### src/rtl/mips_ctrl_pkg.sv
// Shared encodings for the multicycle MIPS control path: opcodes, functs,
// FSM states, decoded instruction classes and datapath select codes.
package mips_ctrl_pkg;

    localparam logic [5:0] OP_RTYPE = 6'h00;
    localparam logic [5:0] OP_J     = 6'h02;
    localparam logic [5:0] OP_JAL   = 6'h03;
    localparam logic [5:0] OP_BEQ   = 6'h04;
    localparam logic [5:0] OP_ORI   = 6'h0d;
    localparam logic [5:0] OP_LUI   = 6'h0f;
    localparam logic [5:0] OP_LW    = 6'h23;
    localparam logic [5:0] OP_SW    = 6'h2b;

    localparam logic [5:0] FN_JR    = 6'h08;
    localparam logic [5:0] FN_ADDU  = 6'h21;
    localparam logic [5:0] FN_SUBU  = 6'h23;
    localparam logic [5:0] FN_SLT   = 6'h2a;

    typedef enum logic [3:0] {
        ST_FETCH  = 4'd0,
        ST_DECODE = 4'd1,
        ST_EXEC_R = 4'd2,
        ST_EXEC_I = 4'd3,
        ST_ADDR   = 4'd4,
        ST_MEM_RD = 4'd5,
        ST_MEM_WB = 4'd6,
        ST_MEM_WR = 4'd7,
        ST_BRANCH = 4'd8,
        ST_JUMP   = 4'd9,
        ST_ALU_WB = 4'd10
    } state_t;

    typedef enum logic [3:0] {
        CLS_NONE, CLS_ADDU, CLS_SUBU, CLS_SLT, CLS_JR, CLS_ORI, CLS_LUI,
        CLS_LW, CLS_SW, CLS_BEQ, CLS_J, CLS_JAL
    } instr_cls_t;

    localparam logic [2:0] ALU_ADD   = 3'b000;
    localparam logic [2:0] ALU_SUB   = 3'b001;
    localparam logic [2:0] ALU_OR    = 3'b010;
    localparam logic [2:0] ALU_SLT   = 3'b011;
    localparam logic [2:0] ALU_PASSB = 3'b100;

    localparam logic [1:0] PCS_PC4    = 2'b00;
    localparam logic [1:0] PCS_BRANCH = 2'b01;
    localparam logic [1:0] PCS_JUMP   = 2'b10;
    localparam logic [1:0] PCS_RS     = 2'b11;

    localparam logic [1:0] RD_RT = 2'b00;
    localparam logic [1:0] RD_RD = 2'b01;
    localparam logic [1:0] RD_RA = 2'b10;

    localparam logic [1:0] M2R_ALU = 2'b00;
    localparam logic [1:0] M2R_MDR = 2'b01;
    localparam logic [1:0] M2R_PC  = 2'b10;

    localparam logic [1:0] SRCB_RT    = 2'b00;
    localparam logic [1:0] SRCB_FOUR  = 2'b01;
    localparam logic [1:0] SRCB_IMM   = 2'b10;
    localparam logic [1:0] SRCB_IMMSH = 2'b11;

    localparam logic [1:0] EXT_ZERO = 2'b00;
    localparam logic [1:0] EXT_SIGN = 2'b01;
    localparam logic [1:0] EXT_LUI  = 2'b10;

    // First execution state for each decoded class; unknown classes fall back to FETCH.
    function automatic state_t dispatch(input instr_cls_t cls);
        case (cls)
            CLS_ADDU, CLS_SUBU, CLS_SLT: return ST_EXEC_R;
            CLS_ORI, CLS_LUI:            return ST_EXEC_I;
            CLS_LW, CLS_SW:              return ST_ADDR;
            CLS_BEQ:                     return ST_BRANCH;
            CLS_J, CLS_JAL, CLS_JR:      return ST_JUMP;
            default:                     return ST_FETCH;
        endcase
    endfunction

endpackage

### src/rtl/ctrl_decode.sv
// Combinational opcode/funct classifier; flags anything outside the supported subset.
module ctrl_decode
    import mips_ctrl_pkg::*;
(
    input  logic [5:0]  opcode,
    input  logic [5:0]  funct,
    output instr_cls_t  cls,
    output logic        illegal
);

    always_comb begin
        cls = CLS_NONE;
        case (opcode)
            OP_RTYPE: begin
                case (funct)
                    FN_ADDU: cls = CLS_ADDU;
                    FN_SUBU: cls = CLS_SUBU;
                    FN_SLT:  cls = CLS_SLT;
                    FN_JR:   cls = CLS_JR;
                    default: cls = CLS_NONE;
                endcase
            end
            OP_ORI:  cls = CLS_ORI;
            OP_LUI:  cls = CLS_LUI;
            OP_LW:   cls = CLS_LW;
            OP_SW:   cls = CLS_SW;
            OP_BEQ:  cls = CLS_BEQ;
            OP_J:    cls = CLS_J;
            OP_JAL:  cls = CLS_JAL;
            default: cls = CLS_NONE;
        endcase
        illegal = (cls == CLS_NONE);
    end

endmodule

### src/rtl/multicycle_ctrl.sv
// Main control FSM of the multicycle MIPS core: sequences FETCH/DECODE/EXEC/MEM/WB
// and drives the datapath enables and mux selects from the current state.
module multicycle_ctrl
    import mips_ctrl_pkg::*;
#(
    parameter int ALUOP_W = 3,
    parameter int STATE_W = 4
) (
    input  logic               clk,
    input  logic               rst,
    input  logic [5:0]         opcode,
    input  logic [5:0]         funct,
    input  logic               zero,
    input  logic               mem_ready,
    output logic               pc_write,
    output logic [1:0]         pc_source,
    output logic               ir_write,
    output logic               mem_read,
    output logic               mem_write,
    output logic               reg_write,
    output logic [1:0]         reg_dst,
    output logic [1:0]         mem_to_reg,
    output logic               alu_src_a,
    output logic [1:0]         alu_src_b,
    output logic [1:0]         ext_op,
    output logic [ALUOP_W-1:0] alu_op,
    output logic               illegal_op,
    output logic [STATE_W-1:0] state_out
);

    state_t     state_reg;
    instr_cls_t cls_reg;
    instr_cls_t dec_cls;
    logic       dec_illegal;
    logic [2:0] alu_op_c;

    ctrl_decode u_decode (
        .opcode  (opcode),
        .funct   (funct),
        .cls     (dec_cls),
        .illegal (dec_illegal)
    );

    // The class is captured in DECODE so later states never depend on the raw IR fields.
    always_ff @(posedge clk) begin
        if (rst) begin
            state_reg <= ST_FETCH;
            cls_reg   <= CLS_NONE;
        end else begin
            case (state_reg)
                ST_FETCH:  if (mem_ready) state_reg <= ST_DECODE;
                ST_DECODE: begin
                    cls_reg   <= dec_cls;
                    state_reg <= dispatch(dec_cls);
                end
                ST_EXEC_R: state_reg <= ST_ALU_WB;
                ST_EXEC_I: state_reg <= ST_ALU_WB;
                ST_ADDR:   state_reg <= (cls_reg == CLS_SW) ? ST_MEM_WR : ST_MEM_RD;
                ST_MEM_RD: if (mem_ready) state_reg <= ST_MEM_WB;
                ST_MEM_WR: if (mem_ready) state_reg <= ST_FETCH;
                default:   state_reg <= ST_FETCH;
            endcase
        end
    end

    always_comb begin
        pc_write   = 1'b0;
        pc_source  = PCS_PC4;
        ir_write   = 1'b0;
        mem_read   = 1'b0;
        mem_write  = 1'b0;
        reg_write  = 1'b0;
        reg_dst    = RD_RT;
        mem_to_reg = M2R_ALU;
        alu_src_a  = 1'b0;
        alu_src_b  = SRCB_RT;
        ext_op     = EXT_ZERO;
        alu_op_c   = ALU_ADD;
        illegal_op = 1'b0;
        if (!rst) begin
            case (state_reg)
                ST_FETCH: begin
                    mem_read  = 1'b1;
                    alu_src_b = SRCB_FOUR;
                    ir_write  = mem_ready;
                    pc_write  = mem_ready;
                end
                ST_DECODE: begin
                    alu_src_b  = SRCB_IMMSH;
                    ext_op     = EXT_SIGN;
                    illegal_op = dec_illegal;
                end
                ST_EXEC_R: begin
                    alu_src_a = 1'b1;
                    case (cls_reg)
                        CLS_SUBU: alu_op_c = ALU_SUB;
                        CLS_SLT:  alu_op_c = ALU_SLT;
                        default:  alu_op_c = ALU_ADD;
                    endcase
                end
                ST_EXEC_I: begin
                    alu_src_a = 1'b1;
                    alu_src_b = SRCB_IMM;
                    ext_op    = (cls_reg == CLS_LUI) ? EXT_LUI : EXT_ZERO;
                    alu_op_c  = (cls_reg == CLS_LUI) ? ALU_PASSB : ALU_OR;
                end
                ST_ALU_WB: begin
                    reg_write = 1'b1;
                    reg_dst   = (cls_reg == CLS_ORI || cls_reg == CLS_LUI) ? RD_RT : RD_RD;
                end
                ST_ADDR: begin
                    alu_src_a = 1'b1;
                    alu_src_b = SRCB_IMM;
                    ext_op    = EXT_SIGN;
                end
                ST_MEM_RD: mem_read = 1'b1;
                ST_MEM_WB: begin
                    reg_write  = 1'b1;
                    mem_to_reg = M2R_MDR;
                end
                ST_MEM_WR: mem_write = 1'b1;
                ST_BRANCH: begin
                    alu_src_a = 1'b1;
                    alu_op_c  = ALU_SUB;
                    pc_source = PCS_BRANCH;
                    pc_write  = zero;
                end
                ST_JUMP: begin
                    pc_write  = 1'b1;
                    pc_source = (cls_reg == CLS_JR) ? PCS_RS : PCS_JUMP;
                    if (cls_reg == CLS_JAL) begin
                        reg_write  = 1'b1;
                        reg_dst    = RD_RA;
                        mem_to_reg = M2R_PC;
                    end
                end
                default: ;
            endcase
        end
    end

    assign alu_op    = ALUOP_W'(alu_op_c);
    assign state_out = STATE_W'(state_reg);

endmodule

### config.mk
export PLATFORM = sky130hd
export DESIGN_NAME = multicycle_ctrl
export DESIGN_NICKNAME = d
export VERILOG_FILES = /design/src/rtl/mips_ctrl_pkg.sv /design/src/rtl/ctrl_decode.sv /design/src/rtl/multicycle_ctrl.sv
export SDC_FILE = /design/constraint.sdc
export NUM_CORES = 1
export LEC_CHECK = 0
export CAP_MARGIN = 20
export CORE_MARGIN = 2
export CORE_UTILIZATION = 40
export CTS_CLUSTER_DIAMETER = 30
export DETAILED_ROUTE_END_ITERATION = 10
export PLACE_DENSITY_LB_ADDON = 0.3
export SLEW_MARGIN = 25
export SYNTH_ARGS = -nofsm -noshare
export SYNTH_HDL_FRONTEND = slang
export SYNTH_SLANG_ARGS = --single-unit
### constraint.sdc
create_clock -name clk -period 3.1 [get_ports clk]
set_input_delay 0.465 -clock clk [delete_from_list [all_inputs] [get_ports clk]]
set_output_delay 0.465 -clock clk [all_outputs]
set_load 0.05 [all_outputs]
### Yosys cells after proc, flatten, opt, wreduce, memory -nomap -nowiden

Memory sizes are Yosys's and may differ from the RTL's.
Cells that the tools add are included.

| word-level totals | value |
|---|---|
| register bits after elaboration | 8 |
| latch bits | 0 |
| RAM bits | 0 |
| bits in read-only memories | 64 |
| input bits | 16 |
| output and inout bits | 24 |
| memories kept | 1 |

| operators by class | value |
|---|---|
| $add $sub $neg | 0 |
| multiply operators | 0 |
| div/mod/pow operators | 0 |
| $lt $le $gt $ge | 0 |
| eq/ne operators | 31 |
| shift-type cells | 0 |
| mux-type cells | 40 |
| bitwise operators | 0 |
| reduce and logical (&&, ||, !) cells | 11 |

Memory list:

| memory | depth | width | rd ports | clocked after memory_dff | wr ports | line | text |
|---|---|---|---|---|---|---|---|
| (name not given) | 16 | 4 | 1 | 0 | 0 | mips_ctrl_pkg.sv:68 | `case (cls)` |

Operators by type and width:

| operator | count |
|---|---|
| one-hot mux 4 bit (8 select lines) | 1 |
| equality test 6 bit, second input constant | 5 |
| equality test 4 x 3 -> 1 bit, second input constant | 7 |
| one-hot mux 4 bit (6 select lines) | 1 |
| equality test 4 bit, second input constant | 5 |
| one-hot mux 2 bit (2 select lines) | 5 |
| equality test 6 x 4 -> 1 bit, second input constant | 3 |
| equality test 4 x 2 -> 1 bit, second input constant | 4 |
| two-way mux 2 bit | 8 |
| two-way mux 1 bit | 15 |
| equality test 6 x 2 -> 1 bit, second input constant | 2 |
| two-way mux 4 bit | 3 |
| one-hot mux 3 bit (4 select lines) | 1 |
| OR reduction 2 bit | 5 |
| one-hot mux 3 bit (3 select lines) | 1 |
| zero test 4 bit | 2 |
| equality test 6 x 3 -> 1 bit, second input constant | 1 |
| zero test 6 bit | 1 |
| two-way mux 3 bit | 2 |
| inequality test 2 bit, second input constant | 3 |
| one-hot mux 2 bit (3 select lines) | 1 |
| equality test 4 x 1 -> 1 bit, second input constant | 1 |
| OR reduction 4 bit | 1 |
| one-hot mux 1 bit (3 select lines) | 1 |
| 3 further kinds | 3 |

### Longest topological paths before layout

| logic depth | value |
|---|---|
| depth in word-level cells | 6 |
| depth in mapped cells | 9 |

### By module

From an unflattened synthesis, not the netlist that was laid out.

| second synthesis, totals | value |
|---|---|
| cell total of the unflattened synthesis | 143 |
| area, all modules | 1089.8 um2 |

Modules (own cells, without submodules):

| module | instances | cells each | area each (um2) | seq. area each (um2) |
|---|---|---|---|---|
| multicycle_ctrl | 1 | 111 | 868.3 | 160.2 |
| ctrl_decode | 1 | 32 | 221.5 | 0.0 |

### Worst setup path after synthesis

No wires, ideal clock.

| path | value |
|---|---|
| path type | register to output |
| start | register state_reg[3] (netlist: state_out[3]) |
| end | output pc_write |
| data arrival time | 3.765 ns |
| required time | 2.635 ns |
| setup slack | -1.130 ns |
| stages on the path, launching flop included | 5 |
| path buffers | 2 |
| cells stage by stage | dfxtp_1 buf_2 clkbuf_1 o21ai_1 a2111oi_0 |

| on the way | value |
|---|---|
| cells in the longest elaborated chain, start to end | 3 |

RTL lines:

| element | line | text |
|---|---|---|
| start: declaration | multicycle_ctrl.sv:31 | `state_t state_reg;` |
| start signal: assignment | multicycle_ctrl.sv:54 | `state_reg <= dispatch(dec_cls);` |
| start signal: assignment | multicycle_ctrl.sv:58 | `ST_ADDR: state_reg <= (cls_reg == CLS_SW) ? ST_MEM_WR : ST_MEM_RD;` |
| equality test 4 bit / zero test 4 bit (equally long branches) | multicycle_ctrl.sv:81 | `case (state_reg)` |
| one-hot mux 1 bit (3 select lines) (*) | multicycle_ctrl.sv:81 |  |
| two-way mux 1 bit (*) | multicycle_ctrl.sv:80 | `if (!rst) begin` |
| end: declaration | multicycle_ctrl.sv:15 | `output logic pc_write,` |

Every way passes the cells marked *; elsewhere a longest branch is shown, timed or not.

### Worst setup path after layout

| path | value |
|---|---|
| start | input opcode[2] |
| end | output illegal_op |

| on the way | value |
|---|---|
| cells in the longest elaborated chain, start to end | 5 |

RTL lines:

| element | line | text |
|---|---|---|
| start: declaration | multicycle_ctrl.sv:11 | `input logic [5:0] opcode,` |
| equality test 6 x 2 -> 1 bit, or another cell as far along | ctrl_decode.sv:13 | `case (opcode)` |
| one-hot mux 4 bit (8 select lines) (*) | ctrl_decode.sv:13 |  |
| zero test 4 bit (*) | ctrl_decode.sv:32 | `illegal = (cls == CLS_NONE);` |
| two-way mux 1 bit (*) | multicycle_ctrl.sv:81 |  |
| two-way mux 1 bit (*) | multicycle_ctrl.sv:80 |  |
| end: declaration | multicycle_ctrl.sv:27 | `output logic illegal_op,` |

Marked as above.

==> flow_summary.yaml <==
run_status:
  outcome: "finished clean"
min_path:
  hp-class: "flip-flop to flip-flop"
global_route:
  overflow: 0
  grt_pass1_wl_um: 4719
  grt_usage_pct: 22.51
  grt_antenna_before_repair: 0
  grt_pass1_vias: 1068
  grt_max_degree: 17
floorplanning:
  boundaryPins: 40
  die_w_um: 53.62
  fp.dieH_um: 53.62
  initial_core_util_pct: 43.27
  row_count: 17
  core_um2: 2276
  dieArea_um2: 2875
clocking:
  cts_root_buf: "clkbuf_4"
  clk_pin_slew_worst_paths_ps: 50
  clock_latency_ps: 260
  cts_max_path_buffers: 2
  numCtsBuffers: 3
  clkSinkCount: 8
  htree_num_levels: 1
  cts_hold_buffers: 0
  cts_tree: "yes"
timing:
  finClkSkew_ps: 6.660
  hold_violations: 0
  max-slew-margin-rel_pct: 64.20
  tightest_slew_ps: 536.3
  fin_hold_ws_ps: 600.3
  period_minus_slack_ps: 2964
  fmax_mhz: 337.4
  finalCritPeriodShare_pct: 95.61
  rsz0062_at_grt: "false"
  setup_viol: 0
  finalMaxSlewViolations: 0
  setup_ws_ps: 136.0
logic_synthesis:
  synth_cell_type_count: 46
  synth_fp_nets: 164
  synthAdderAreaFrac_pct: 3.812
  synth-edff-count: 0
  synth.avg_cell_area_um2: 6.791
  seq_area_frac_synth_pct: 16.26
  async_flop_share_pct: 0
  yosys_warnings: 0
  synth_top_family_by_area: "simple AND/OR/NAND/NOR gates"
  syn_inst: 145
  synthXorXnorAreaFrac_pct: 4.447
  ys_ff_latch: 8
  synth_ff_type: "dfxtp_1"
  synthesis.area_um2: 984.7
  synth_compound_area_share_pct: 22.24
  muxShareOfSynthArea_pct: 2.033
  yosys.area_share.simple_pct: 42.95
worst_setup_path:
  cp_max_fo: 5
  worstSetupPathType: "primary input to primary output"
  cp_data_required_time_ps: 2630
  cp-end-kind: "primary output"
  critPathArrivalTime_ps: 2500
  startpoint_type: "primary input"
detailed_routing:
  drtPass1Iterations: 4
  drc: 0
  wl_per_cell_um: 13.72
  drt-initial-drc-count: 38
  ant_nets: 0
  wl_um: 2922
  vias: 1210
  post_drt_via_cell_ratio: 5.681
final_layout:
  drive_above_1_share_pct: 22.16
  final_common_cell: "nor2_1"
  num_antenna_cells: 0
  layout_common_cells: "nor2_1 (20), clkdlybuf4s50_1 (18), buf_4 (16)"
  final_nets: 206
  syn_to_final_growth_pct: 60.36
  stdcell_count: 213
  fill_cells: 188
  post-route-util_pct: 69.38
power_and_ir_drop:
  max-vdd-ir-drop_mv: 0.1971
  p_leak_uw: 0.0006272
  power_uw: 340.2
  powerDensity_nw_per_um2: 215.4
job:
  maxCapViolations: 0
placement:
  preCtsSetupSlack_ps: 12.57
  dp_hpwl_um: 2335
  gp_congestion: 0.7850
  port_buffers: 39
  dp_cells: 210
## synthesized netlist by cell type (3+ instances only)
| cell | instances | area, um^2 |
|---|---|---|
| a31oi_1 | 3 | 18.77 |
| and3_1 | 3 | 18.77 |
| nor3_1 | 8 | 40.04 |
| nor4b_1 | 3 | 26.28 |
| o21ai_0 | 4 | 20.02 |
| nand2_1 | 13 | 48.80 |
| a211oi_1 | 5 | 37.54 |
| xor2_1 | 3 | 26.28 |
| ha_1 | 3 | 37.54 |
| dfxtp_1 | 8 | 160.2 |
| inv_1 | 10 | 37.54 |
| a21oi_1 | 6 | 30.03 |
| nor4_1 | 8 | 50.05 |
| nor2_1 | 20 | 75.07 |
| nand2b_1 | 4 | 25.02 |
| clkbuf_1 | 6 | 22.52 |
## final cells by class
class	instances	area (um^2)	share of cell area, %
Sequential cell	8	160.2	10.14
Tap cell	28	35.03	2.219
Inverter	10	37.54	2.377
Timing Repair Buffer	47	545.5	34.55
Multi-Input combinational cell	117	778.2	49.29
Clock buffer	3	22.52	1.426
## through the flow
| stage | TNS (ps) | instance area (um^2) |
|---|---|---|
| after global routing | 0 | 1579 |
| final | 0 | 1579 |
| after global placement | 0 | 1540 |
| after floorplan | -797.5 | 1008 |
| after CTS | 0 | 1572 |
| after detailed placement | 0 | 1540 |
## path summary, 6_finish.rpt
check,startpoint,endpoint,slack [ps],cells after the start
setup reg to reg,state_out[0],state_out[1],1280,6
setup / recovery,opcode[2],illegal_op,140,9
hold / removal,cls_reg[0],cls_reg[0],600,2
hold reg to reg,cls_reg[0],cls_reg[0],600,2
## worst max-delay path: stages
cell and delay (ps):
clkdlybuf4s50_1 520, nor2_1 110, and3_1 180, and4_1 190
a31oi_1 200, ha_2 250, inv_1 90, nor4_4 320
buf_12 180
## cells by family after synthesis
group	after synthesis
compound gates	32
flops	8
mux	2
xor+xnor	5
fa+ha+maj	3
buf+inv	20
simple gates	75
## where the power goes
part           internal [uW]  total (uW)  switching [uW]
registers                107         114            6.81
logic                   59.9         143            83.3
clock network           44.5        83.3            38.8
total                    211         340             129
## per-layer routing
layer	global-route usage [%]	share of wire, %	vias to the layer above
li1	-	-	614
met1	26.23	42	555
met2	41.98	52	36
met3	1.944	3.5	5
met4	8.974	1.7	0
met5	0	0	-
## timing repair
action / CTS / global route
resized for setup: 1 / 3
buffers inserted: 0 / 0
endpoints found under the setup margin: 1 / 1
endpoints found under the hold margin: 0 / 0
Power figures use the tool's default switching activity.
